**src/rtl/alu_pkg.sv**
```systemverilog
// Shared opcode constants, entry layout and helpers for the ALU result stage.
// The entry width is fixed here; the stage parameters default to these values.
package alu_pkg;

    localparam int unsigned ALU_DW     = 16;
    localparam int unsigned ALU_DEST_W = 4;
    localparam int unsigned ALU_OP_W   = 4;

    localparam logic [ALU_OP_W-1:0] OP_AND  = 4'd0;
    localparam logic [ALU_OP_W-1:0] OP_OR   = 4'd1;
    localparam logic [ALU_OP_W-1:0] OP_ADD  = 4'd2;
    localparam logic [ALU_OP_W-1:0] OP_SUB  = 4'd3;
    localparam logic [ALU_OP_W-1:0] OP_XOR  = 4'd4;
    localparam logic [ALU_OP_W-1:0] OP_NOR  = 4'd5;
    localparam logic [ALU_OP_W-1:0] OP_NAND = 4'd6;
    localparam logic [ALU_OP_W-1:0] OP_INV  = 4'd7;

    typedef struct packed {
        logic [ALU_DW-1:0]     result;
        logic                  zero;
        logic                  neg;
        logic                  ovfl;
        logic [ALU_OP_W-1:0]   op;
        logic [ALU_DEST_W-1:0] dest;
        logic                  wb_en;
    } alu_entry_t;

    function automatic logic is_arith(input logic [ALU_OP_W-1:0] op);
        return (op == OP_ADD) || (op == OP_SUB);
    endfunction

    function automatic logic is_known_op(input logic [ALU_OP_W-1:0] op);
        return op <= OP_INV;
    endfunction

endpackage

```
**src/rtl/alu_skid_buf.sv**
```systemverilog
// Generic 2-entry valid/ready skid register; in_ready comes straight from a flop
// so there is no combinational path from out_ready back upstream.
module alu_skid_buf #(
    parameter int unsigned W = 8
) (
    input  logic         clk,
    input  logic         reset,
    input  logic         in_valid,
    output logic         in_ready,
    input  logic [W-1:0] in_data,
    output logic         out_valid,
    input  logic         out_ready,
    output logic [W-1:0] out_data
);

    logic         main_valid_q, main_valid_d;
    logic         skid_valid_q, skid_valid_d;
    logic [W-1:0] main_q, main_d;
    logic [W-1:0] skid_q, skid_d;
    logic         in_xfer, out_xfer;

    assign in_ready  = !skid_valid_q;
    assign out_valid = main_valid_q;
    assign out_data  = main_q;
    assign in_xfer   = in_valid && !skid_valid_q;
    assign out_xfer  = main_valid_q && out_ready;

    always_comb begin
        main_valid_d = main_valid_q;
        skid_valid_d = skid_valid_q;
        main_d       = main_q;
        skid_d       = skid_q;
        if (out_xfer) begin
            if (skid_valid_q) begin
                main_d       = skid_q;
                skid_valid_d = 1'b0;
            end else if (in_xfer) begin
                main_d = in_data;
            end else begin
                main_valid_d = 1'b0;
            end
        end else if (in_xfer) begin
            // skid only fills when main is occupied and stalled
            if (!main_valid_q) begin
                main_d       = in_data;
                main_valid_d = 1'b1;
            end else begin
                skid_d       = in_data;
                skid_valid_d = 1'b1;
            end
        end
    end

    always_ff @(posedge clk or posedge reset) begin
        if (reset) begin
            main_valid_q <= 1'b0;
            skid_valid_q <= 1'b0;
            main_q       <= '0;
            skid_q       <= '0;
        end else begin
            main_valid_q <= main_valid_d;
            skid_valid_q <= skid_valid_d;
            main_q       <= main_d;
            skid_q       <= skid_d;
        end
    end

endmodule

```
**src/rtl/alu_result_stage.sv**
```systemverilog
// ALU result register stage: skid-buffered handshake plus architectural Z/N/V flags.
// ALU_RESULT_SAT_EN saturates overflowing add/sub results at capture.
import alu_pkg::*;

module alu_result_stage #(
    parameter int unsigned DW     = ALU_DW,
    parameter int unsigned DEST_W = ALU_DEST_W,
    parameter int unsigned OP_W   = ALU_OP_W
) (
    input  logic              clk,
    input  logic              reset,
    input  logic              in_valid,
    output logic              in_ready,
    input  logic [DW-1:0]     in_result,
    input  logic              in_zero,
    input  logic              in_neg,
    input  logic              in_ovfl,
    input  logic [OP_W-1:0]   in_op,
    input  logic [DEST_W-1:0] in_dest,
    input  logic              in_wb_en,
    output logic              out_valid,
    input  logic              out_ready,
    output logic [DW-1:0]     out_result,
    output logic [DEST_W-1:0] out_dest,
    output logic              out_wb_en,
    output logic              flag_z,
    output logic              flag_n,
    output logic              flag_v,
    output logic              bad_op
);

    localparam int unsigned EW = $bits(alu_entry_t);

    alu_entry_t    in_entry, main_e;
    logic [EW-1:0] main_bits;
    logic          out_xfer;
    logic          flag_z_q, flag_z_d;
    logic          flag_n_q, flag_n_d;
    logic          flag_v_q, flag_v_d;
    logic          bad_op_q, bad_op_d;

    always_comb begin
        in_entry.result = in_result;
        in_entry.zero   = in_zero;
        in_entry.neg    = in_neg;
        in_entry.ovfl   = in_ovfl;
        in_entry.op     = in_op;
        in_entry.dest   = in_dest;
        in_entry.wb_en  = in_wb_en;
`ifdef ALU_RESULT_SAT_EN
        // a wrapped sign bit means the true result went the other way
        if (is_arith(in_op) && in_ovfl) begin
            in_entry.result = in_result[DW-1] ? {1'b0, {(DW-1){1'b1}}}
                                              : {1'b1, {(DW-1){1'b0}}};
            in_entry.zero   = 1'b0;
            in_entry.neg    = in_entry.result[DW-1];
        end
`endif
    end

    alu_skid_buf #(.W(EW)) u_skid (
        .clk       (clk),
        .reset     (reset),
        .in_valid  (in_valid),
        .in_ready  (in_ready),
        .in_data   (in_entry),
        .out_valid (out_valid),
        .out_ready (out_ready),
        .out_data  (main_bits)
    );

    assign main_e     = alu_entry_t'(main_bits);
    assign out_result = main_e.result;
    assign out_dest   = main_e.dest;
    assign out_wb_en  = main_e.wb_en;
    assign out_xfer   = out_valid && out_ready;

    always_comb begin
        flag_z_d = flag_z_q;
        flag_n_d = flag_n_q;
        flag_v_d = flag_v_q;
        bad_op_d = 1'b0;
        if (out_xfer) begin
            if (is_known_op(main_e.op)) begin
                flag_z_d = main_e.zero;
                flag_n_d = main_e.neg;
                flag_v_d = is_arith(main_e.op) && main_e.ovfl;
            end else begin
                bad_op_d = 1'b1;
            end
        end
    end

    // flags and bad_op become visible the cycle after the retiring transfer
    always_ff @(posedge clk or posedge reset) begin
        if (reset) begin
            flag_z_q <= 1'b0;
            flag_n_q <= 1'b0;
            flag_v_q <= 1'b0;
            bad_op_q <= 1'b0;
        end else begin
            flag_z_q <= flag_z_d;
            flag_n_q <= flag_n_d;
            flag_v_q <= flag_v_d;
            bad_op_q <= bad_op_d;
        end
    end

    assign flag_z = flag_z_q;
    assign flag_n = flag_n_q;
    assign flag_v = flag_v_q;
    assign bad_op = bad_op_q;

endmodule

```
**config.mk**
```make
export PLATFORM = sky130hd
export DESIGN_NAME = alu_result_stage
export DESIGN_NICKNAME = d
export VERILOG_FILES = /design/src/rtl/alu_pkg.sv /design/src/rtl/alu_skid_buf.sv /design/src/rtl/alu_result_stage.sv
export SDC_FILE = /design/constraint.sdc
export NUM_CORES = 1
export LEC_CHECK = 0
export ABC_CLOCK_PERIOD_IN_PS = 2200
export BUFFER_PORTS_ARGS = -buffer_cell sky130_fd_sc_hd__buf_2
export CAP_MARGIN = 20
export CELL_PAD_IN_SITES_DETAIL_PLACEMENT = 1
export CELL_PAD_IN_SITES_GLOBAL_PLACEMENT = 1
export CORE_MARGIN = 5
export CORE_UTILIZATION = 39
export DETAILED_ROUTE_END_ITERATION = 7
export PLACE_DENSITY = 0.81
export SETUP_SLACK_MARGIN = 0.1
export SYNTH_ARGS = -nofsm -noshare
export SYNTH_HDL_FRONTEND = slang
export SYNTH_SLANG_ARGS = --single-unit
```
**constraint.sdc**
```tcl
create_clock -name clk -period 2.2 [get_ports clk]
set_input_delay 0.66 -clock clk [delete_from_list [all_inputs] [get_ports clk]]
set_output_delay 0.66 -clock clk [all_outputs]
set_load 0.03 [all_outputs]
```
==> results by stage, run 1 <==
Run status:
- The flow ran to the end, and the final reports show no timing, DRC or antenna violations.

Cells and area:
- The sequential cells in the finished layout cover a total of 1501 sq um.
- The total of fill cells in the finished design is 725.
- The number of antenna diodes in the final layout is 0.
- The fraction of layout cells with a size suffix above 1 is 68.07%.
- The area growth from synthesis to layout is 15.68%.
- The multi-input combinational cells in the finished layout cover a total of 940.9 sq um.
- For this run, the post-layout net count is 267.
- Measured on the finished design, the core utilization comes to 46.03%.
- The post-route standard cell area excluding fillers is 3093 sq um.

Drt:
- The routed design has 5509 um of wire.
- The via count of the routed design is 1653.
- The first routing iteration left 39 violations.
- After detailed routing, the number of remaining DRC violations is 0.
- Using the TritonRoute via totals, the vias-per-cell ratio works out to 5.198.
- In this run the remaining antenna-violating nets after routing total 0.
- In the final routed layout, each cell accounts on average for 17.32 um.
- The detailed-routing iteration count for the pre-antenna-repair pass is 4.

Setup path:
- The endpoint class of the critical path is a register.
- STA puts the critical path data arrival time at 2.09 ns.
- The maximum fanout count along the critical path is 27.
- The worst setup path is launched from a register.
- The data required time of the worst path is 2.45 ns.
- The setup path with the least slack is of type reg -> reg.

Clocking:
- The number of levels in the clock H-tree is 3.
- TritonCTS built the clock tree.
- The clock transition at the registers of the reported paths is 0.07 ns.
- The number of buffers added to fix hold violations after cts is 0.
- Post-CTS repair changed the size of 0 cells.
- The clock latency reported for the late side of the worst-skew pair is 0.32 ns.
- Once the clock tree was built, the setup fixing pass inserted 0 buffers.
- In this run, CTS created clock tree buffers numbering 9.
- The cell sitting at the root of the clock tree is a clkbuf_8.
- The maximum number of buffers from clock root to sink is 2.
- The total clock sinks is 60.

Die:
- The initial standard-cell utilization of the core is 39.80%.
- The height of the die is 92.80 um.
- For this design the top-level I/O count stands at 59.
- The core region is 6719 sq um.
- The floorplan has 30 rows.
- The width of the chip is 92.80 um.
- The die covers 8612 sq um.

STA:
- The tightest hold path in the finished design has a slack of 0.4103 ns.
- Headroom to the max-slew limit came out at 42.69%.
- After layout, the worst path uses 83.64% of the clock period.
- For this run, the top clock speed supported by timing is 543.5 MHz.
- Subtracting the final worst setup slack from the clock period gives 1.840 ns.
- The transition at the pin with the smallest max-transition slack is 0.8574 ns.
- Setup repair after global routing left no endpoint under its margin.
- The post-route setup TNS is 0 ns.
- The total of endpoints with negative setup slack in the final report is 0.
- The max-slew violation count is 0.
- The number of endpoints with negative hold slack in the final report is 0.
- Between clock sinks in the finished design, the worst skew comes to 0.007946 ns.

Synthesis:
- Yosys mapped a number of flops with a built-in enable equal to 0.
- Synthesis handed over a netlist of 190 instances.
- The commonest register cell after synthesis is dfrtp_1.
- The register bit total from synthesis is 60.
- The distinct cell type count of the synthesized netlist is 26.
- In the synthesized netlist the async set-or-reset flop fraction comes to 100.0%.
- The number of nets in the synthesized netlist is 222.
- After synthesis the cells add up to 2674 sq um.
- The mean cell area of the mapped netlist is 14.07 sq um.
- Sequential elements use 56.15% of the synthesized area.
- For this run, the number of Yosys warnings is 0.

GRT:
- After global routing the overflow that remains totals 0.
- The total routing usage reported by global routing is 14.07%.
- The first global-routing pass estimated 9280 um of wire.
- Entering global routing, the biggest net connects 61 pins.
- The number of global-route vias before repair is 1835.
- The initial antenna violation count came to 0.

Power:
- The highest ir drop seen on vdd is 521.1 uV.
- Power comes to 4.847 mW.
- The power density over the cells is 1567 nW/um^2.
- Summed over all cells, the static leakage comes to 1.362 nW.

Worst hold path:
- The kind of path behind the tightest hold check is in -> async.

Flow run:
- Max-cap violations in this run came to 0.

Place:
- The placement-stage cell area is 2918 sq um.
- The count of port buffers added during placement is 57.
- The placed wire-length estimate after detailed placement is 3597 um.
- The weighted congestion at the end of routability-driven global placement is 0.7218.
## critical path, cell delays in order (launching register included)
cell and delay (ns):
dfrtp_1 0.45, nand2b_2 0.29, a21boi_4 0.72, o221a_2 0.32
## placed cells by master (no fill, tap or decap), drive strengths merged
master	instances
clkinvlp	1
buf	62
or2	27
o221a	27
dfrtp	60
nand2b	2
a21boi	1
clkbuf	12
clkinv	2
nor2	2
and3	1
and3b	1
nand3	2
mux2	30
a21oi	2
inv	2
nand2	3
o21ai	1
## layer usage
metal	track usage (%)	share of wire [%]	vias to the layer above
met2	23.28	50	33
met4	6.593	1.6	0
met3	3.412	4.4	8
li1	-	-	758
met5	0	0	-
met1	17.22	44	854
## stage by stage
step	setup WS, ns	std cells
final	0.3600	318
after global routing	0.2301	318
after CTS	0.3028	318
after detailed placement	0.04654	304
after global placement	0.06725	304
after floorplan	0.5913	190
## flip-flops by register name, indices dropped and copies added, names as in the netlist
register	count
u_skid.out_valid	1
u_skid.skid_valid_q	1
flag_v	1
flag_z	1
flag_n	1
u_skid.skid_q	27
u_skid.out_data	27
bad_op	1
## cells in the mapped netlist (2+ instances only)
library cell  instances  area (sq um)
or2_0                 2         12.51
or2_2                22         137.6
mux2_2               29         326.6
inv_1                 3         11.26
or2_1                 3         18.77
a21oi_1               2         10.01
nand3_2               2         20.02
nand2_1               2         7.510
clkbuf_1              2         7.510
buf_4                20         150.1
buf_2                 2         10.01
buf_6                 2         22.52
dfrtp_1              60          1501
o221a_2              26         292.8
buf_8                 2         30.03
## cell families after synthesis
kind of cell / after synthesis / synth area share [%]
mux: 30 / 12.63
simple gates: 38 / 9.921
flops: 60 / 56.15
buf+inv: 31 / 8.657
compound gates: 31 / 12.63
## where the power goes
group	internal (mW)	switching, mW
Combinational	0.935	1.07
Sequential	1.66	0.298
Clock	0.485	0.397
## worst paths after layout
path                                startpoint            endpoint  slack (ns)  depth (start not counted)
setup / recovery           u_skid.skid_valid_q  u_skid.out_data[4]        0.36                          3
hold reg to reg              u_skid.skid_q[25]   u_skid.skid_q[25]        0.50                          1
setup reg to reg           u_skid.skid_valid_q  u_skid.out_data[4]        0.36                          3
hold / removal                           reset   u_skid.skid_q[13]        0.41                          3
min in group clk             u_skid.skid_q[25]   u_skid.skid_q[25]        0.50                          1
max in group asynchronous                reset    u_skid.skid_q[3]        1.51                          3
## layout make-up
class                      instances  area share [%]
clock buffer                      12           5.340
clock inverter                     2          0.3236
inverter                           3          0.4854
multi-input combinational         99           30.42
sequential                        60           48.54
tap                               80           3.236
timing repair buffer              62           11.65
Note: power is estimated with default switching activity, not from simulation.
==> inputs of run 2 (changes only) <==
Settings changed: ABC_CLOCK_PERIOD_IN_PS 2200 to 1540.
Clock period 2.2 ns to 1.54 ns, I/O delays scaled along.
==> results by stage, run 2 (same netlist as run 1, synthesis figures left out) <==
Run status:
- The run finished with clean final reports.

Cells and area:
- Leaving out fill and tap cells, the most frequent cell in the layout is dfrtp_1.
- The post-route standard cell area excluding fillers is 3388 sq um (+9.5%).
- The count of inserted antenna diode cells is 0 (unchanged).
- In the layout the commonest cells are dfrtp_1, buf_2, o221a_2, or2_2, mux2_4.
- The combined flip-flop and latch cell area is 1503 sq um (about the same).
- The final-stage net count is 287 (+7.5%).
- The fraction of layout cells with a size suffix above 1 was 70.27% (+2.2 points).
- The total of fill cells in the finished design came to 717 (-1.1%).
- The multi-input logic area is 1025 sq um (+8.9%).
- The final design utilization came to 50.43% (+4.4 points).
- The layout overhead on the synthesized area is 26.72%.

Drt:
- The violation count after the first detailed-routing iteration is 47 (+21%).
- The via count of the routed design was 1719 (+4.0%).
- The total length of routed wires came to 6153 um (+12%).
- The detail-routed net length per standard cell is 18.15 um (+4.8%).
- The count of antenna-violating nets left after detailed routing is 0 (unchanged).
- The detailed-routing iteration count for the pre-antenna-repair pass is 4 (unchanged).
- The DRC violation count after routing is 0 (unchanged).
- The ratio of routed vias to standard cells was 5.071 (-2.4%).

Power:
- The highest ir drop seen on vdd is 709.8 uV (+36%).
- The total power was 7.535 mW (+55%).
- The leakage power total is 1.539 nW (+13%).
- The power density over the cells came to 2224 nW/um^2 (+42%).

GRT:
- The total routing usage reported by global routing is 15.14% (+1.1 points).
- The number of global-route vias before repair came to 1946 (+6.0%).
- The global-route congestion overflow total came to 0 (unchanged).
- The initial antenna violation count is 0 (unchanged).
- The wire length of the first global-routing pass is 9860 um (+6.3%).
- The maximum number of pins on one net before global-route repair is 28 (-54%).

Worst hold path:
- The kind of path behind the tightest hold check is in -> async.

Clocking:
- The clock latency reported for the late side of the worst-skew pair is 0.33 ns (about the same).
- The number of buffers added to fix hold violations after cts is 0 (unchanged).
- The number of buffers created by CTS is 9 (unchanged).
- The number of levels in the clock H-tree is 3 (unchanged).
- The tree is rooted in a clkbuf_8.
- The clock transition at the registers of the reported paths is 0.06 ns (about the same).
- The maximum number of buffers from clock root to sink came to 2 (unchanged).
- The total clock sinks is 60 (unchanged).
- The TritonCTS clock tree is built.

STA:
- The smallest clock period supported by the final layout is computed as 1.465 ns.
- The total of endpoints with negative setup slack in the final report was 0 (unchanged).
- The max-slew violation count came to 0 (unchanged).
- The worst path setup slack after routing is 0.07507 ns (-0.2849 ns).
- The final critical path takes up 95.13% of the cycle.
- The transition at the pin with the smallest max-transition slack is 0.3472 ns (-0.5102 ns).
- Setup repair after global routing could not meet its margin everywhere.
- The number of endpoints with negative hold slack in the final report is 0 (unchanged).
- The relative slew slack is 76.80% (+34 points).
- The worst clock skew is 0.005674 ns (-0.002272 ns).
- The timing-limited maximum frequency is 682.6 MHz.

Die:
- The initial standard-cell utilization of the core came to 39.80% (unchanged).
- The area enclosed by the die boundary is 8612 sq um (unchanged).
- The height of the die is 92.80 um (unchanged).
- The core box area is 6719 sq um (unchanged).
- The width of the chip was 92.80 um (unchanged).
- The standard-cell row count is 30 (unchanged).
- The number of top-level pins is 59 (unchanged).

Setup path:
- By startpoint and endpoint, the worst setup path is classified as reg -> out.
- The buffer and inverter count on the worst path is 2 (+2).
- The endpoint class of the critical path is an output pin.
- The signal on the critical path passes through inv_1, buf_6.
- The maximum single-stage delay on the critical path is 0.42 ns (-0.30 ns).
- The critical path starts at u_skid.skid_valid_q.
- In this run the critical register-to-register path is launched from u_skid.skid_valid_q.
- The critical path data arrival time came to 1.00 ns (-1.09 ns).
- The slowest stage of the critical path is the dfrtp_1 cell.
- The maximum fanout count along the critical path is 4 (-85%).
- STA classifies the critical path startpoint as a register.
- The family of cells with the greatest summed delay on the critical path is flip-flops.
- The data required time of the worst path was 1.08 ns (-1.37 ns).

Place:
- The weighted congestion at the end of routability-driven global placement is 0.7365 (+2.0%).
- The placed wire-length estimate after detailed placement is 4011 um (+12%).
- The count of port buffers added during placement is 57 (unchanged).
- The placement-stage cell area is 3044 sq um (+4.3%).
- The pre-CTS worst setup slack came to -0.2855 ns (-0.3321 ns).

Flow run:
- The number of max-cap violations came to 0 (unchanged).
## run 2: cell types whose count changed in the layout (fill, tap and decap cells not counted), moves of 2 or more
cell | previous run | this run
buf_2 | 57 | 55
buf_4 | 2 | 14
mux2_2 | 29 | 13
mux2_4 | 0 | 16
buf_6 | 0 | 5
buf_12 | 3 | 7
clkbuf_1 | 0 | 2
## run 2: area by class of cell
| cell class | count | area share, % |
|---|---|---|
| Multi-Input combinational cell | 100 | 30.24 |
| Tap cell | 80 | 2.954 |
| Sequential cell | 60 | 44.35 |
| Timing Repair Buffer | 81 | 17.02 |
| Clock buffer | 13 | 4.690 |
| Inverter | 3 | 0.4431 |
| Clock inverter | 2 | 0.2954 |
## run 2: through the flow
| step | TNS (ns) | hold slack, ns | std cells |
|---|---|---|---|
| global route | 0 | 0.1052 | 339 |
| detailed placement | -9.756 | 0.4702 | 315 |
| finish | 0 | 0.1015 | 339 |
| floorplan | 0 | 0.4498 | 190 |
| global placement | -8.057 | 0.4531 | 315 |
| CTS | 0 | 0.1112 | 336 |
## run 2: routing by layer
metal	GRT usage, %	vias to the layer above	part of all wire (%)
li1	-	798	-
met1	17.86	879	44
met2	25.91	36	52
met3	4.143	6	3.5
met4	6.227	0	1.2
met5	0	-	0
## run 2: worst paths after layout
| path | end | cells after the start | slack (ns) |
|---|---|---|---|
| worst min register to register | u_skid.skid_q[25] | 1 | 0.49 |
| max in group asynchronous | u_skid.skid_q[27] | 3 | 1.00 |
| min in group clk | u_skid.skid_q[25] | 2 | 0.37 |
| worst max register to register | u_skid.skid_q[1] | 5 | 0.08 |
| worst max-delay path | in_ready | 2 | 0.08 |
| worst min-delay path | u_skid.out_valid | 2 | 0.10 |
## run 2: what timing repair did
item                                    in CTS  in global routing
pin swaps                                    1                  1
buffers inserted                             5                  3
endpoints found under the setup margin      56                 50
gates resized for setup                     13                 12
gates cloned                                 1                  0
## run 2: worst reg2reg max path, delay by kind of cell (launching register included)
family                 cells  cell delay, ns
flip-flops                 1            0.42
AND/OR/NAND/NOR            2            0.30
buffers and inverters      2            0.29
multiplexers               1            0.34
## run 2: power breakdown
group          leakage, nW  switching, mW  internal (mW)
Sequential           0.693          0.421           2.38
Combinational        0.757           1.73           1.79
Clock               0.0893          0.563          0.658
Total                 1.54           2.71           4.82
